## src/rtl/lsu_pkg.sv

```systemverilog
`default_nettype none
// ============================================================================
// Module      : lsu_pkg
// Description : Shared constants and types for the load/store unit: memory
//               access type encodings, FSM state enum, request/response
//               structs and small address-check helpers.
// Revision    : 1.0 - initial release
// ============================================================================
package lsu_pkg;

    // Memory access type encodings (req_typ)
    localparam logic [2:0] MT_B  = 3'd1;
    localparam logic [2:0] MT_H  = 3'd2;
    localparam logic [2:0] MT_W  = 3'd3;
    localparam logic [2:0] MT_BU = 3'd5;
    localparam logic [2:0] MT_HU = 3'd6;

    // Memory function encodings (req_fcn)
    localparam logic M_XRD = 1'b0;
    localparam logic M_XWR = 1'b1;

    typedef enum logic [1:0] {
        ST_IDLE = 2'd0,
        ST_REQ  = 2'd1,
        ST_WAIT = 2'd2,
        ST_DONE = 2'd3
    } lsu_state_e;

    typedef struct packed {
        logic        fcn;
        logic [2:0]  typ;
        logic [31:0] addr;
        logic [31:0] wdata;
    } lsu_req_t;

    typedef struct packed {
        logic [31:0] rdata;
        logic        misaligned;
        logic        fault;
    } lsu_resp_t;

    // True when the byte offset violates the natural alignment of the type.
    // Unknown type codes are treated as word accesses.
    function automatic logic is_misaligned(input logic [2:0] typ, input logic [1:0] off);
        case (typ)
            MT_B, MT_BU: is_misaligned = 1'b0;
            MT_H, MT_HU: is_misaligned = off[0];
            default:     is_misaligned = |off;
        endcase
    endfunction

    // Clears the low address bits that fall below the access size.
    function automatic logic [31:0] natural_align(input logic [2:0] typ, input logic [31:0] addr);
        case (typ)
            MT_B, MT_BU: natural_align = addr;
            MT_H, MT_HU: natural_align = {addr[31:1], 1'b0};
            default:     natural_align = {addr[31:2], 2'b00};
        endcase
    endfunction

endpackage
`default_nettype wire

```

## src/rtl/lsu_align.sv

```systemverilog
`default_nettype none
// ============================================================================
// Module      : lsu_align
// Description : Combinational lane steering for the LSU. Builds the store
//               byte mask and replicated store data, and extracts/extends
//               load data from the returned memory word.
// Revision    : 1.0 - initial release
// ============================================================================
module lsu_align
    import lsu_pkg::*;
(
    input  logic        fcn_i,
    input  logic [2:0]  typ_i,
    input  logic [1:0]  offset_i,
    input  logic [31:0] wdata_i,
    input  logic [31:0] rdata_i,
    output logic [3:0]  wmask_o,
    output logic [31:0] wdata_o,
    output logic [31:0] rdata_o
);

    logic [31:0] w_shifted;

    // Byte-lane enables: only stores touch lanes, selected by size and offset
    always_comb begin
        wmask_o = 4'b0000;
        if (fcn_i == M_XWR) begin
            case (typ_i)
                MT_B, MT_BU: wmask_o = 4'b0001 << offset_i;
                MT_H, MT_HU: wmask_o = offset_i[1] ? 4'b1100 : 4'b0011;
                default:     wmask_o = 4'b1111;
            endcase
        end
    end

    // Replicate the right-justified store data across every lane it could land in
    always_comb begin
        case (typ_i)
            MT_B, MT_BU: wdata_o = {4{wdata_i[7:0]}};
            MT_H, MT_HU: wdata_o = {2{wdata_i[15:0]}};
            default:     wdata_o = wdata_i;
        endcase
    end

    // Bring the addressed bytes down to bit 0, then sign- or zero-extend
    always_comb begin
        w_shifted = rdata_i >> {offset_i, 3'b000};
        case (typ_i)
            MT_B:    rdata_o = {{24{w_shifted[7]}}, w_shifted[7:0]};
            MT_BU:   rdata_o = {24'd0, w_shifted[7:0]};
            MT_H:    rdata_o = {{16{w_shifted[15]}}, w_shifted[15:0]};
            MT_HU:   rdata_o = {16'd0, w_shifted[15:0]};
            default: rdata_o = w_shifted;
        endcase
    end

endmodule
`default_nettype wire

```

## src/rtl/lsu.sv

```systemverilog
`default_nettype none
// ============================================================================
// Module      : lsu
// Description : Single-outstanding load/store unit between an in-order core
//               and a valid/ready memory port. Sequences IDLE->REQ->WAIT->DONE,
//               stalls the core until the access completes, and reports bus
//               timeouts as faults.
//               Build option LSU_MISALIGN_TRAP_EN: misaligned H/HU/W accesses
//               complete immediately with exc_misaligned instead of being
//               truncated to natural alignment.
// Revision    : 1.0 - initial release
// ============================================================================
module lsu
    import lsu_pkg::*;
#(
    parameter int TIMEOUT_CYCLES = 255
) (
    input  logic        clk,
    input  logic        rst,
    // Core side
    input  logic        req_val_i,
    input  logic        req_fcn_i,
    input  logic [2:0]  req_typ_i,
    input  logic [31:0] req_addr_i,
    input  logic [31:0] req_wdata_i,
    output logic        stall_o,
    output logic        resp_val_o,
    output logic [31:0] resp_rdata_o,
    output logic        exc_misaligned_o,
    output logic        exc_fault_o,
    // Memory side
    output logic        mem_req_val_o,
    input  logic        mem_req_rdy_i,
    output logic [31:0] mem_req_addr_o,
    output logic        mem_req_wen_o,
    output logic [3:0]  mem_req_wmask_o,
    output logic [31:0] mem_req_wdata_o,
    input  logic        mem_resp_val_i,
    input  logic [31:0] mem_resp_data_i
);

    localparam int c_cnt_w = $clog2(TIMEOUT_CYCLES + 1);

    lsu_state_e          state_q;
    lsu_req_t            req_q;
    lsu_req_t            req_d;
    lsu_resp_t           resp_q;
    logic                resp_val_q;
    logic                mem_req_val_q;
    logic [c_cnt_w-1:0]  cnt_q;

    logic                w_trap;
    logic                w_timeout;
    logic [31:0]         w_load_data;

    // Misalignment either traps (no bus traffic) or is silently truncated
`ifdef LSU_MISALIGN_TRAP_EN
    assign w_trap = is_misaligned(req_typ_i, req_addr_i[1:0]);
    assign req_d  = '{fcn: req_fcn_i, typ: req_typ_i, addr: req_addr_i, wdata: req_wdata_i};
`else
    assign w_trap = 1'b0;
    assign req_d  = '{fcn: req_fcn_i, typ: req_typ_i,
                      addr: natural_align(req_typ_i, req_addr_i), wdata: req_wdata_i};
`endif

    // The counter value seen here is the number of REQ/WAIT cycles already
    // completed, so this flags the last permitted cycle.
    assign w_timeout = (cnt_q == c_cnt_w'(TIMEOUT_CYCLES - 1));

    lsu_align u_align (
        .fcn_i    (req_q.fcn),
        .typ_i    (req_q.typ),
        .offset_i (req_q.addr[1:0]),
        .wdata_i  (req_q.wdata),
        .rdata_i  (mem_resp_data_i),
        .wmask_o  (mem_req_wmask_o),
        .wdata_o  (mem_req_wdata_o),
        .rdata_o  (w_load_data)
    );

    // Access sequencer: owns the registered request, timeout counter and all
    // handshake/response outputs.
    always_ff @(posedge clk or posedge rst) begin
        if (rst) begin
            state_q       <= ST_IDLE;
            req_q         <= '0;
            resp_q        <= '0;
            resp_val_q    <= 1'b0;
            mem_req_val_q <= 1'b0;
            cnt_q         <= '0;
        end else begin
            case (state_q)
                ST_IDLE: begin
                    if (req_val_i) begin
                        req_q <= req_d;
                        cnt_q <= '0;
                        if (w_trap) begin
                            state_q    <= ST_DONE;
                            resp_val_q <= 1'b1;
                            resp_q     <= '{rdata: 32'd0, misaligned: 1'b1, fault: 1'b0};
                        end else begin
                            state_q       <= ST_REQ;
                            mem_req_val_q <= 1'b1;
                        end
                    end
                end
                ST_REQ: begin
                    // A timeout withdraws the request even if rdy arrives now
                    if (w_timeout) begin
                        state_q       <= ST_DONE;
                        mem_req_val_q <= 1'b0;
                        resp_val_q    <= 1'b1;
                        resp_q        <= '{rdata: 32'd0, misaligned: 1'b0, fault: 1'b1};
                    end else begin
                        cnt_q <= cnt_q + 1'b1;
                        if (mem_req_rdy_i) begin
                            state_q       <= ST_WAIT;
                            mem_req_val_q <= 1'b0;
                        end
                    end
                end
                ST_WAIT: begin
                    // A response on the final cycle still counts as success
                    if (mem_resp_val_i) begin
                        state_q    <= ST_DONE;
                        resp_val_q <= 1'b1;
                        resp_q     <= '{rdata: (req_q.fcn == M_XWR) ? 32'd0 : w_load_data,
                                        misaligned: 1'b0, fault: 1'b0};
                    end else if (w_timeout) begin
                        state_q    <= ST_DONE;
                        resp_val_q <= 1'b1;
                        resp_q     <= '{rdata: 32'd0, misaligned: 1'b0, fault: 1'b1};
                    end else begin
                        cnt_q <= cnt_q + 1'b1;
                    end
                end
                ST_DONE: begin
                    state_q    <= ST_IDLE;
                    resp_val_q <= 1'b0;
                    resp_q     <= '0;
                end
                default: begin
                    state_q <= ST_IDLE;
                end
            endcase
        end
    end

    // The core is released only in DONE; reset drops the stall immediately
    assign stall_o          = req_val_i && (state_q != ST_DONE) && !rst;

    assign resp_val_o       = resp_val_q;
    assign resp_rdata_o     = resp_q.rdata;
    assign exc_fault_o      = resp_q.fault;
    assign exc_misaligned_o = resp_q.misaligned;

    assign mem_req_val_o    = mem_req_val_q;
    assign mem_req_addr_o   = {req_q.addr[31:2], 2'b00};
    assign mem_req_wen_o    = req_q.fcn;

endmodule
`default_nettype wire

```

## config.mk

```make
export PLATFORM = sky130hd
export DESIGN_NAME = lsu
export DESIGN_NICKNAME = d
export VERILOG_FILES = /design/src/rtl/lsu_pkg.sv /design/src/rtl/lsu_align.sv /design/src/rtl/lsu.sv
export SDC_FILE = /design/constraint.sdc
export NUM_CORES = 1
export LEC_CHECK = 0
export CAP_MARGIN = 20
export CORE_MARGIN = 1.5
export CORE_UTILIZATION = 45
export CTS_CLUSTER_SIZE = 10
export DETAILED_ROUTE_END_ITERATION = 6
export PLACE_DENSITY = 0.8
export SETUP_SLACK_MARGIN = 0.4
export SLEW_MARGIN = 15
export SYNTH_ARGS = -nofsm -noshare
export SYNTH_HDL_FRONTEND = slang
export SYNTH_SLANG_ARGS = --single-unit
export TNS_END_PERCENT = 20
```

## constraint.sdc

```tcl
create_clock -name clk -period 6.2 [get_ports clk]
set_clock_uncertainty 0.15 [all_clocks]
set_input_delay 1.55 -clock clk [delete_from_list [all_inputs] [get_ports clk]]
set_output_delay 1.55 -clock clk [all_outputs]
set_load 0.005 [all_outputs]
```

==> reports/metrics.cfg <==
[critical_path]
rr_endpoint = resp_rdata_o[27]$_DFFE_PP0P_
required_ns = 4.50
start_kind = register
timing.rr.start = req_q[33]$_DFFE_PP0P_
critPathMaxFanout = 28
path_class = register to output port
worst_setup_path_end_kind = output port
r2r_slack_ns = 3.50
cp-startpoint = req_q[64]$_DFFE_PP0P_
reg2reg_depth = 4
critPathArrivalTime_ns = 3.07

[final_layout]
most-common-layout-cells = 208 x clkdlybuf4s50_1, 114 x dfrtp_1, 74 x mux2_2
drive_above_1_share_pct = 16.9
design_area_um2 = 8470
final_common_cell = clkdlybuf4s50_1
stdcell_count = 883
antennaDiodeCount = 0
final_nets = 813
fin_util_pct = 66.0
syn_to_final_growth_pct = 41.3

[status]
status = finished clean

[floorplan]
initial_core_util_pct = 46.7
die_h_um = 118
row_count = 41
ios = 211
core_um2 = 12800
die-area_um2 = 14000
die_x_um = 118

[sta]
layout_min_cycle_time_ns = 4.77
slew_headroom_pct = 38.7
hold_violations = 0
timing.hold.ws_ns = 0.335
tightestPinTransition_ns = 0.919
report.final.setup_viol = 0
max_freq_mhz = 210
layout_setup_ws_ns = 1.43
slew_viol_final = 0
finalSetupTns_ns = 0
period_share_pct = 76.9
grt_setup_unrepaired = no

[clock_tree]
clock-sinks = 114
clockBufferDepth = 2
cts_tree = built
h-tree-depth = 4
clk_pin_slew_worst_paths_ns = 0.05
hold_buffers = 0
cts_setup_buffers = 0
worst_skew_pair.late_latency_ns = 0.41
root_buffer = clkbuf_16
post_cts_resized = 0
cts_buffers = 17

[global_routing]
overflow = 0
antenna_found_initial = 0
grt_max_degree = 71
grt_pass1_vias = 5094
grt_first_pass_wirelength_mm = 26.4
track_usage_pct = 23.8

[route]
firstDrtPassIters = 5
totalWireLength_mm = 16.3
drc = 0
routedWlPerCell_um = 18.4
final_antenna_net_count = 0
num_vias = 4856
vias_per_cell = 5.50
first_iter_violations = 334

[pwr]
netSwitchingFraction_pct = 35.4
power.internal_mw = 3.05
power_switching_mw = 1.67
seqPwrFrac_pct = 28.7
cellPowerDensity_nw_per_um2 = 559
ir_drop_v = 0.000339
clkPwrFrac_pct = 20.0
total_power_mw = 4.73
p_leak_nw = 3.58
power_frac_comb_pct = 51.2

[yosys]
ys_seq_elements = 114
ys_types = 48
synth_area_um2 = 5990
ys.flop_type = dfrtp_1
syn_avg_cell_area_um2 = 11.1
async_flop_share_pct = 100
synth_area_leaders = dfrtp_1 48%, mux2_2 14%, buf_4 5.3%, a32o_1 4.0%, o21ai_0 3.6%
yosys_warnings = 0
yosysTopAreaCell = dfrtp_1
synthCells = 540
synth-edff-count = 0
synth-seq-area-share_pct = 47.6
yosysTopAreaCellShare_pct = 47.6

[min_path]
min-delay-start = exc_misaligned_o$_DFFE_PP0P_
whs_path_depth = 1
hold_path_class = register to register
worst_hold_path.endpoint = exc_misaligned_o$_DFFE_PP0P_

[place]
placement.cell_area_um2 = 7870
place.gp.congestion = 0.914
placed_cells = 850
io_buffers = 208
hpwl_mm = 11.7
preCtsSetupSlack_ns = 1.68

[run]
drv_cap = 0

[worst max-delay path, cell delays in order, from the launching register on]
cell	delay (ns)
dfrtp_1	0.39
inv_1	0.06
ha_1	0.77
inv_1	0.28
nand2_1	0.40
a22o_1	0.24
clkdlybuf4s50_1	0.51
[cells by family (layout without fill, tap and decap cells)]
| group | after synthesis | after routing | share of synthesized area, % |
|---|---|---|---|
| compound gates | 133 | 133 | 16.4 |
| buf+inv | 98 | 268 | 9.30 |
| mux | 93 | 93 | 17.4 |
| flops | 114 | 114 | 47.6 |
| other cells | 1 | 2 | 0.0626 |
| fa+ha+maj | 10 | 10 | 2.09 |
| xor+xnor | 1 | 1 | 0.146 |
| simple gates | 90 | 90 | 6.96 |
[power groups by stage]
| stage | Combinational [mW] | Clock, mW | Sequential [mW] |
|---|---|---|---|
| 2_1_floorplan | 1.46 | 0 | 1.27 |
| 3_3_place_gp | 2.33 | 0 | 1.34 |
| 3_5_place_dp | 2.39 | 0 | 1.36 |
| 4_1_cts | 2.42 | 0.965 | 1.35 |
| 5_1_grt | 2.62 | 1.00 | 1.40 |
| 6_report | 2.42 | 0.948 | 1.36 |
[Yosys cell counts (2+ instances only)]
cell / instances
dfrtp_1: 114
mux2_2: 74
nand2_1: 54
o21ai_0: 43
buf_4: 42
a32o_1: 24
clkbuf_1: 22
inv_1: 21
a22o_1: 17
mux2i_1: 17
a22oi_1: 16
ha_1: 10
o22ai_1: 10
buf_2: 7
a21oi_1: 6
nand3_1: 5
nor2_1: 5
nor2b_1: 5
and2_1: 4
nand4_1: 4
and3_1: 3
buf_6: 3
a21boi_0: 2
a2bb2oi_1: 2
buf_1: 2
nand2b_1: 2
nand3b_1: 2
o211ai_1: 2
o22a_1: 2
or2_2: 2
[metal layers]
metal | up-vias | GRT usage [%] | part of all wire [%]
li1 | 2241 | - | -
met1 | 2383 | 29.4 | 41
met2 | 199 | 39.4 | 50
met3 | 33 | 5.84 | 6.0
met4 | 0 | 10.6 | 2.7
met5 | - | 0 | 0
[area by class of cell]
cell class	instances	area, um^2
clock buffers	21	470
clock inverters	11	110
fillers	1015	4360
inverters	22	86.3
multi-input cells	329	2600
flip-flops and latches	114	2850
well taps	172	215
repair buffers	214	2130
[registers in the layout (all words and copies together) (netlist names)]
| name | count |
|---|---|
| resp_val_o | 1 |
| resp_rdata_o | 32 |
| req_q | 37 |
| mem_req_val_o | 1 |
| mem_req_addr_o | 30 |
| mem_req_wen_o | 1 |
| exc_fault_o | 1 |
| cnt_q | 8 |
| exc_misaligned_o | 1 |
| state_q | 2 |
[worst max path at each step]
stage                     endpoint  slack, ns  depth (start not counted)
2_1_floorplan              stall_o       0.74                          2
3_3_place_gp               stall_o       1.69                          4
3_5_place_dp               stall_o       1.68                          4
4_1_cts         mem_req_wdata_o[9]       1.41                          6
5_1_grt        mem_req_wdata_o[13]       1.24                          6
6_report        mem_req_wdata_o[9]       1.43                          6
Note: power is estimated with default switching activity, not from simulation.
